===== src/rtl/fed_pkg.sv =====
// ---------------------------------------------------------------------------
// fed_pkg -- shared definitions for the first-event detector.
//   * fed_state_t      : detector FSM states
//   * FED_*_DEF        : default parameter values
//   * fed_lowest_onehot: isolate the lowest set bit of a 32-bit vector
//   * fed_lowest_idx   : index of the lowest set bit (0 when none is set)
//   * fed_popcount     : number of set bits
// Channel vectors of up to 32 bits are zero-extended into the helpers.
// ---------------------------------------------------------------------------
package fed_pkg;

  localparam int FED_N_CH_DEF        = 8;
  localparam int FED_SYNC_STAGES_DEF = 2;
  localparam int FED_TIMEOUT_CYC_DEF = 255;
  localparam int FED_TIE_MODE_DEF    = 0;

  typedef enum logic [1:0] {
    IDLE    = 2'd0,
    ARMED   = 2'd1,
    LOCKED  = 2'd2,
    EXPIRED = 2'd3
  } fed_state_t;

  // Two's-complement trick: v & -v keeps only the lowest set bit.
  function automatic logic [31:0] fed_lowest_onehot(input logic [31:0] v);
    return v & (~v + 32'd1);
  endfunction

  function automatic logic [4:0] fed_lowest_idx(input logic [31:0] v);
    logic [4:0] idx;
    idx = '0;
    // Scan downwards so the last hit (the lowest index) is the one kept.
    for (int i = 31; i >= 0; i--) begin
      if (v[i]) idx = 5'(i);
    end
    return idx;
  endfunction

  function automatic logic [5:0] fed_popcount(input logic [31:0] v);
    logic [5:0] n;
    n = '0;
    for (int i = 0; i < 32; i++) begin
      n = n + {5'd0, v[i]};
    end
    return n;
  endfunction

endpackage


===== src/rtl/fed_sync_edge.sv =====
// ---------------------------------------------------------------------------
// fed_sync_edge -- per-channel synchroniser followed by a rising-edge detector.
// Ports:
//   clk      in   system clock
//   rst      in   asynchronous active-high reset
//   sig      in   N_CH possibly asynchronous channel inputs
//   edge_det out  N_CH one-cycle pulses, high when a synchronised channel rose
// SYNC_STAGES = 0 bypasses the synchroniser (inputs already synchronous).
// ---------------------------------------------------------------------------
module fed_sync_edge
  import fed_pkg::*;
#(
  parameter int N_CH        = FED_N_CH_DEF,
  parameter int SYNC_STAGES = FED_SYNC_STAGES_DEF
) (
  input  logic            clk,
  input  logic            rst,
  input  logic [N_CH-1:0] sig,
  output logic [N_CH-1:0] edge_det
);

  logic [N_CH-1:0] sync;
  logic [N_CH-1:0] sync_prev_d;
  logic [N_CH-1:0] sync_prev_q;

  if (SYNC_STAGES == 0) begin : g_bypass
    assign sync = sig;
  end else begin : g_sync
    logic [SYNC_STAGES-1:0][N_CH-1:0] stage_d;
    logic [SYNC_STAGES-1:0][N_CH-1:0] stage_q;

    always_comb begin
      stage_d[0] = sig;
      for (int i = 1; i < SYNC_STAGES; i++) begin
        stage_d[i] = stage_q[i-1];
      end
    end

    // NOTE: the synchroniser chain is reset like any other state; a stale
    // level left over from before reset would otherwise look like an edge.
    always_ff @(posedge clk or posedge rst) begin
      if (rst) stage_q <= '0;
      else     stage_q <= stage_d;
    end

    assign sync = stage_q[SYNC_STAGES-1];
  end

  assign sync_prev_d = sync;

  always_ff @(posedge clk or posedge rst) begin
    if (rst) sync_prev_q <= '0;
    else     sync_prev_q <= sync_prev_d;
  end

  assign edge_det = sync & ~sync_prev_q;

endmodule


===== src/rtl/first_event_detector.sv =====
// ---------------------------------------------------------------------------
// first_event_detector -- reports which channel rises first after arm.
// Ports:
//   clk        in   system clock (rising edge)
//   rst        in   asynchronous active-high reset
//   sig        in   N_CH channel inputs, possibly asynchronous
//   arm        in   pulse: open a detection window (IDLE -> ARMED)
//   clear      in   pulse: return to IDLE and zero all results
//   y          out  winning channel mask
//   winner_idx out  index of the lowest set bit of y
//   valid      out  a winner is latched
//   tie        out  several channels rose in the deciding cycle (TIE_MODE=1)
//   timeout    out  the window expired with no edge
//   busy       out  window open (state ARMED)
// Legal parameters: N_CH 2..32, SYNC_STAGES 0..3, TIMEOUT_CYC 0 = no timeout.
// Latency from a channel rise to valid is SYNC_STAGES+2 cycles: the FSM locks
// on edge_det, and the result registers load one cycle later.
// ---------------------------------------------------------------------------
module first_event_detector
  import fed_pkg::*;
#(
  parameter int N_CH        = FED_N_CH_DEF,
  parameter int SYNC_STAGES = FED_SYNC_STAGES_DEF,
  parameter int TIMEOUT_CYC = FED_TIMEOUT_CYC_DEF,
  parameter int TIE_MODE    = FED_TIE_MODE_DEF
) (
  input  logic                    clk,
  input  logic                    rst,
  input  logic [N_CH-1:0]         sig,
  input  logic                    arm,
  input  logic                    clear,
  output logic [N_CH-1:0]         y,
  output logic [$clog2(N_CH)-1:0] winner_idx,
  output logic                    valid,
  output logic                    tie,
  output logic                    timeout,
  output logic                    busy
);

  localparam int IDX_W   = $clog2(N_CH);
  localparam int CNT_W   = (TIMEOUT_CYC > 0) ? $clog2(TIMEOUT_CYC + 1) : 1;
  localparam int LAST_I  = (TIMEOUT_CYC > 0) ? TIMEOUT_CYC - 1 : 0;
  localparam logic [CNT_W-1:0] CNT_LAST = CNT_W'(LAST_I);

  logic [N_CH-1:0] edge_det;
  logic [31:0]     edge_ext;

  fed_state_t       state_d,   state_q;
  logic [CNT_W-1:0] cnt_d,     cnt_q;
  logic [N_CH-1:0]  cap_y_d,   cap_y_q;
  logic             cap_tie_d, cap_tie_q;
  logic [N_CH-1:0]  y_d,       y_q;
  logic [IDX_W-1:0] idx_d,     idx_q;
  logic             valid_d,   valid_q;
  logic             tie_d,     tie_q;
  logic             timeout_d, timeout_q;

  fed_sync_edge #(
    .N_CH        (N_CH),
    .SYNC_STAGES (SYNC_STAGES)
  ) u_sync_edge (
    .clk      (clk),
    .rst      (rst),
    .sig      (sig),
    .edge_det (edge_det)
  );

  assign edge_ext = 32'(edge_det);

  always_comb begin
    // NOTE: every _d signal gets its hold value first, so no path through the
    // case below can leave one unassigned and infer a latch.
    state_d   = state_q;
    cnt_d     = cnt_q;
    cap_y_d   = cap_y_q;
    cap_tie_d = cap_tie_q;
    y_d       = y_q;
    idx_d     = idx_q;
    valid_d   = valid_q;
    tie_d     = tie_q;
    timeout_d = timeout_q;

    if (clear) begin
      // clear beats everything, including an arm in the same cycle.
      state_d   = IDLE;
      cnt_d     = '0;
      cap_y_d   = '0;
      cap_tie_d = 1'b0;
      y_d       = '0;
      idx_d     = '0;
      valid_d   = 1'b0;
      tie_d     = 1'b0;
      timeout_d = 1'b0;
    end else begin
      unique case (state_q)
        IDLE: begin
          if (arm) begin
            state_d = ARMED;
            cnt_d   = '0;
          end
        end
        ARMED: begin
          // An edge wins over a simultaneous expiry or re-arm.
          if (|edge_det) begin
            state_d   = LOCKED;
            cap_y_d   = (TIE_MODE != 0) ? edge_det
                                        : N_CH'(fed_lowest_onehot(edge_ext));
            cap_tie_d = (TIE_MODE != 0) && (fed_popcount(edge_ext) > 6'd1);
          end else if (arm) begin
            cnt_d = '0;
          end else if (TIMEOUT_CYC > 0) begin
            // Stop at the last count instead of incrementing: never wraps.
            if (cnt_q == CNT_LAST) state_d = EXPIRED;
            else                   cnt_d   = cnt_q + CNT_W'(1);
          end
        end
        LOCKED: begin
          y_d     = cap_y_q;
          idx_d   = IDX_W'(fed_lowest_idx(32'(cap_y_q)));
          valid_d = 1'b1;
          tie_d   = cap_tie_q;
        end
        EXPIRED: begin
          timeout_d = 1'b1;
        end
        default: state_d = IDLE;
      endcase
    end
  end

  // NOTE: sequential state is updated only with non-blocking assignments so
  // all flops sample the values from before the clock edge.
  always_ff @(posedge clk or posedge rst) begin
    if (rst) begin
      state_q   <= IDLE;
      cnt_q     <= '0;
      cap_y_q   <= '0;
      cap_tie_q <= 1'b0;
      y_q       <= '0;
      idx_q     <= '0;
      valid_q   <= 1'b0;
      tie_q     <= 1'b0;
      timeout_q <= 1'b0;
    end else begin
      state_q   <= state_d;
      cnt_q     <= cnt_d;
      cap_y_q   <= cap_y_d;
      cap_tie_q <= cap_tie_d;
      y_q       <= y_d;
      idx_q     <= idx_d;
      valid_q   <= valid_d;
      tie_q     <= tie_d;
      timeout_q <= timeout_d;
    end
  end

  assign y          = y_q;
  assign winner_idx = idx_q;
  assign valid      = valid_q;
  assign tie        = tie_q;
  assign timeout    = timeout_q;
  assign busy       = (state_q == ARMED);

endmodule

===== config.mk =====
export PLATFORM = sky130hd
export DESIGN_NAME = first_event_detector
export DESIGN_NICKNAME = d
export VERILOG_FILES = /design/src/rtl/fed_pkg.sv /design/src/rtl/fed_sync_edge.sv /design/src/rtl/first_event_detector.sv
export SDC_FILE = /design/constraint.sdc
export NUM_CORES = 1
export LEC_CHECK = 0
export CORE_ASPECT_RATIO = 1.1
export CORE_UTILIZATION = 54
export CTS_CLUSTER_SIZE = 10
export DETAILED_ROUTE_END_ITERATION = 8
export PLACE_DENSITY_LB_ADDON = 0.12
export SYNTH_ARGS = -nofsm -noshare
export SYNTH_HDL_FRONTEND = slang
export SYNTH_SLANG_ARGS = --single-unit

===== constraint.sdc =====
create_clock -name clk -period 2.3 [get_ports clk]
set_clock_uncertainty 0.05 [all_clocks]
set_input_delay 0.345 -clock clk [delete_from_list [all_inputs] [get_ports clk]]
set_output_delay 0.345 -clock clk [all_outputs]
set_load 0.02 [all_outputs]

==> reports/qor.csv <==
stage,metric,value,unit
routing,post_drt_wl_per_cell,13.7,um
routing,post-route-drc-count,0,
clock_tree,post_cts_resize_count,0,
routing,drt_iter0_markers,74,
routing,routed_wl,3780,um
synth,synth_ff_type,sky130_fd_sc_hd__dfrtp_1,
global_route,grt_start_max_net_pins,56,
timing,fmaxAchievable,0.472,GHz
clock_tree,tritoncts,built,
clock_tree,clk-insertion-delay-late,0.32,ns
timing,final-setup-viol-count,0,
timing,worst_pin_slew,0.631,ns
power_and_ir_drop,peakVddDrop,0.376,mV
run,max_cap_viols,0,
worst_setup_path,worst-r2r-setup-slack,0.18,ns
floorplanning,num_rows,24,
worst_setup_path,cp_top_family,simple AND/OR/NAND/NOR gates,
global_route,first_global_vias,1564,
worst_setup_path,number_of_cells_on_the_worst_reg_to_reg_path,8,
global_route,grt_use_total,20.0,%
timing,min_period_over_period,92.1,%
placement,portBuffers,25,
layout,proportion_of_layout_cells_with_a_drive_suffix_above_1,11.6,%
floorplanning,placeableCoreArea,3960,um^2
layout,syn_to_final_growth,20.3,%
timing,setup_tns,0,ns
timing,slew-limit-headroom,57.8,%
timing,report.final.slew_viol_count,0,
hold_path,hold_path.class,flip-flop to flip-flop,
clock_tree,clk_pin_slew,0.10,ns
worst_setup_path,crit_path_launch_type,flip-flop,
clock_tree,cts_made_buffers,5,
worst_setup_path,worst_setup_path_type,flip-flop to flip-flop,
status,status,finished clean,
routing,viasPerCell,5.57,
synth,synthesis.area,2240,um^2
synth,unique_cell_type_count_in_the_yosys_netlist,42,
synth,post_synth.cell_area_avg,11.7,um^2
floorplanning,die-area,4410,um^2
synth,synth-seq-area-share,61.5,%
global_route,grt_pass1_wl,6770,um
timing,hold_slack,0.308,ns
layout,final_common_cell,sky130_fd_sc_hd__dfrtp_1,
worst_setup_path,cell_chain_critical_path,inv_1 > ha_1 > nand4_1 > or3_1 > nand3_1 > buf_4 > mux2_2 > nand3_2,
synth,count_of_flip_flops_with_a_built_in_enable_after_synthesis,0,
worst_setup_path,worst_setup_path_end_kind,flip-flop,
timing,grt_setup_unrepaired,false,
placement,place_congestion,0.876,
layout,nFillCells,319,
synth,syn-num-nets,205,
routing,drtAntennaViolNets,0,
global_route,grt_ovf,0,
worst_setup_path,timing.critical_path.slowest_stage_cell,sky130_fd_sc_hd__dfrtp_1,
worst_setup_path,count_of_cell_instances_traversed_by_the_critical_path,8,
timing,layout_min_cycle_time,2.12,ns
clock_tree,cts-hold-fix-buffers,0,
worst_setup_path,critical_path_arrival,2.33,ns
timing,final_hold_violations,0,
clock_tree,cts.repair_timing.setup_buffer_count,0,
clock_tree,clock_tree.buffer_depth,2,
hold_path,hold_depth,0,
clock_tree,clock_sink_count,55,
floorplanning,die_w,63.4,um
routing,routed-via-count,1544,
synth,synthCells,191,
layout,antennaDiodeCount,0,
synth,postSynth.asyncResetShare,100,%
layout,commonest_cells_after_routing_fill_and_taps_aside,"sky130_fd_sc_hd__dfrtp_1 (55), sky130_fd_sc_hd__clkdlybuf4s50_1 (25), sky130_fd_sc_hd__nor2_1 (17)",
synth,yosysWarnings,0,
power_and_ir_drop,pwr_cell_area,651,nW/um^2
synth,synth.ff_latch_count,55,
clock_tree,cts_htree_levels,2,
clock_tree,cts_root_buffer,sky130_fd_sc_hd__clkbuf_8,
worst_setup_path,cp_max_fo,10,
power_and_ir_drop,cellLeakagePower,1.17,nW
layout,final_net_count,238,
routing,drt_pre_antenna_iters,5,
floorplanning,design.portCount,27,
floorplanning,starting_density_of_the_core,56.5,%
layout,multi_input_comb_area,798,um^2
floorplanning,die_height,69.5,um
global_route,initial_antenna_violation_count,0,
worst_setup_path,critPathRequiredTime,2.51,ns
worst_setup_path,cp_num_buf_inv,2,
layout,ff_latch_area,1380,um^2
worst_setup_path,critPathMaxStageDelay,0.46,ns
placement,hpwl,2740,um
path summary, 6_finish.rpt:
path	from	to
max	cnt_q[0]$_DFFE_PP0P_	cnt_q[4]$_DFFE_PP0P_
min	u_sync_edge.g_sync.stage_d[10]$_DFF_PP0_	u_sync_edge.sync[2]$_DFF_PP0_
max reg2reg	cnt_q[0]$_DFFE_PP0P_	cnt_q[4]$_DFFE_PP0P_
min reg2reg	u_sync_edge.g_sync.stage_d[10]$_DFF_PP0_	u_sync_edge.sync[2]$_DFF_PP0_
max in group asynchronous	rst	y[0]$_DFFE_PP0P_
min in group asynchronous	rst	cnt_q[7]$_DFFE_PP0P_
kinds of logic (layout without fill, tap and decap cells):
group	count (synthesis)	count (layout)	share of synthesized area, %
simple gates	77	77	20.3
other cells	1	1	0.168
flops	55	55	61.5
mux	4	4	1.84
fa+ha+maj	2	2	1.12
buf+inv	15	49	2.85
compound gates	37	37	12.2
cell type report:
type                    count  share of cell area [%]
flip-flops and latches     55                    51.1
well taps                  52                    2.42
inverters                   7                   0.975
clock inverters             3                    1.07
clock buffers               5                    2.55
repair buffers             34                    12.3
multi-input cells         121                    29.6
power by group:
group | leakage [nW] | internal (W) | total (W) | switching [W]
logic | 0.413 | 0.0000736 | 0.000174 | 0.000100
registers | 0.710 | 0.000998 | 0.00102 | 0.0000186
clock network | 0.0511 | 0.000230 | 0.000563 | 0.000333
total | 1.17 | 0.00130 | 0.00175 | 0.000452
through the flow:
stage          power [W]  util, %  instance area (um^2)  worst slack [ns]  instances
2_1_floorplan    0.00114        -                  2240             0.455        191
3_3_place_gp     0.00120     65.5                  2600             0.185        269
3_5_place_dp     0.00121     65.5                  2600             0.106        269
4_1_cts          0.00178     68.0                  2690             0.147        277
5_1_grt          0.00184     68.0                  2690            0.0469        277
6_report         0.00175     68.0                  2690             0.183        277
per-layer routing:
| metal | vias up | GRT usage (%) | part of all wire [%] |
|---|---|---|---|
| li1 | 749 | - | - |
| met1 | 744 | 23.6 | 43 |
| met2 | 43 | 33.6 | 51 |
| met3 | 8 | 4.28 | 3.9 |
| met4 | 0 | 11.1 | 2.4 |
| met5 | - | 0 | 0 |
Yosys cell counts, types with 2 or more instances:
cell                       count  area (um^2)
sky130_fd_sc_hd__or3_1         2         12.5
sky130_fd_sc_hd__inv_1         6         22.5
sky130_fd_sc_hd__nand3_1       8         40.0
sky130_fd_sc_hd__clkbuf_1      4         15.0
sky130_fd_sc_hd__nor3_1        6         30.0
sky130_fd_sc_hd__o211ai_1      3         22.5
sky130_fd_sc_hd__a32o_1        3         30.0
sky130_fd_sc_hd__nand4_1       3         18.8
sky130_fd_sc_hd__dfrtp_1      55         1380
sky130_fd_sc_hd__o21ai_0       2         10.0
sky130_fd_sc_hd__a31oi_1       2         12.5
sky130_fd_sc_hd__nand2b_1      2         12.5
sky130_fd_sc_hd__mux2i_1       3         30.0
sky130_fd_sc_hd__a21oi_1       9         45.0
sky130_fd_sc_hd__buf_2         3         15.0
sky130_fd_sc_hd__nand2_1       9         33.8
sky130_fd_sc_hd__a22o_1       11         96.3
sky130_fd_sc_hd__nor2_1       17         63.8
sky130_fd_sc_hd__nor4b_1       3         26.3
sky130_fd_sc_hd__nor2b_1      12         75.1
sky130_fd_sc_hd__o31ai_1       2         15.0
sky130_fd_sc_hd__or4_1         5         37.5
sky130_fd_sc_hd__ha_1          2         25.0
state kept, by name (all words and copies together), names as in the netlist:
signal,flops
valid,1
cnt_q,8
y,8
winner_idx,3
state_q,2
u_sync_edge.sync,8
cap_y_q,8
u_sync_edge.sync_prev_q,8
u_sync_edge.g_sync.stage_d,8
timeout,1
Power figures use the tool's default switching activity.
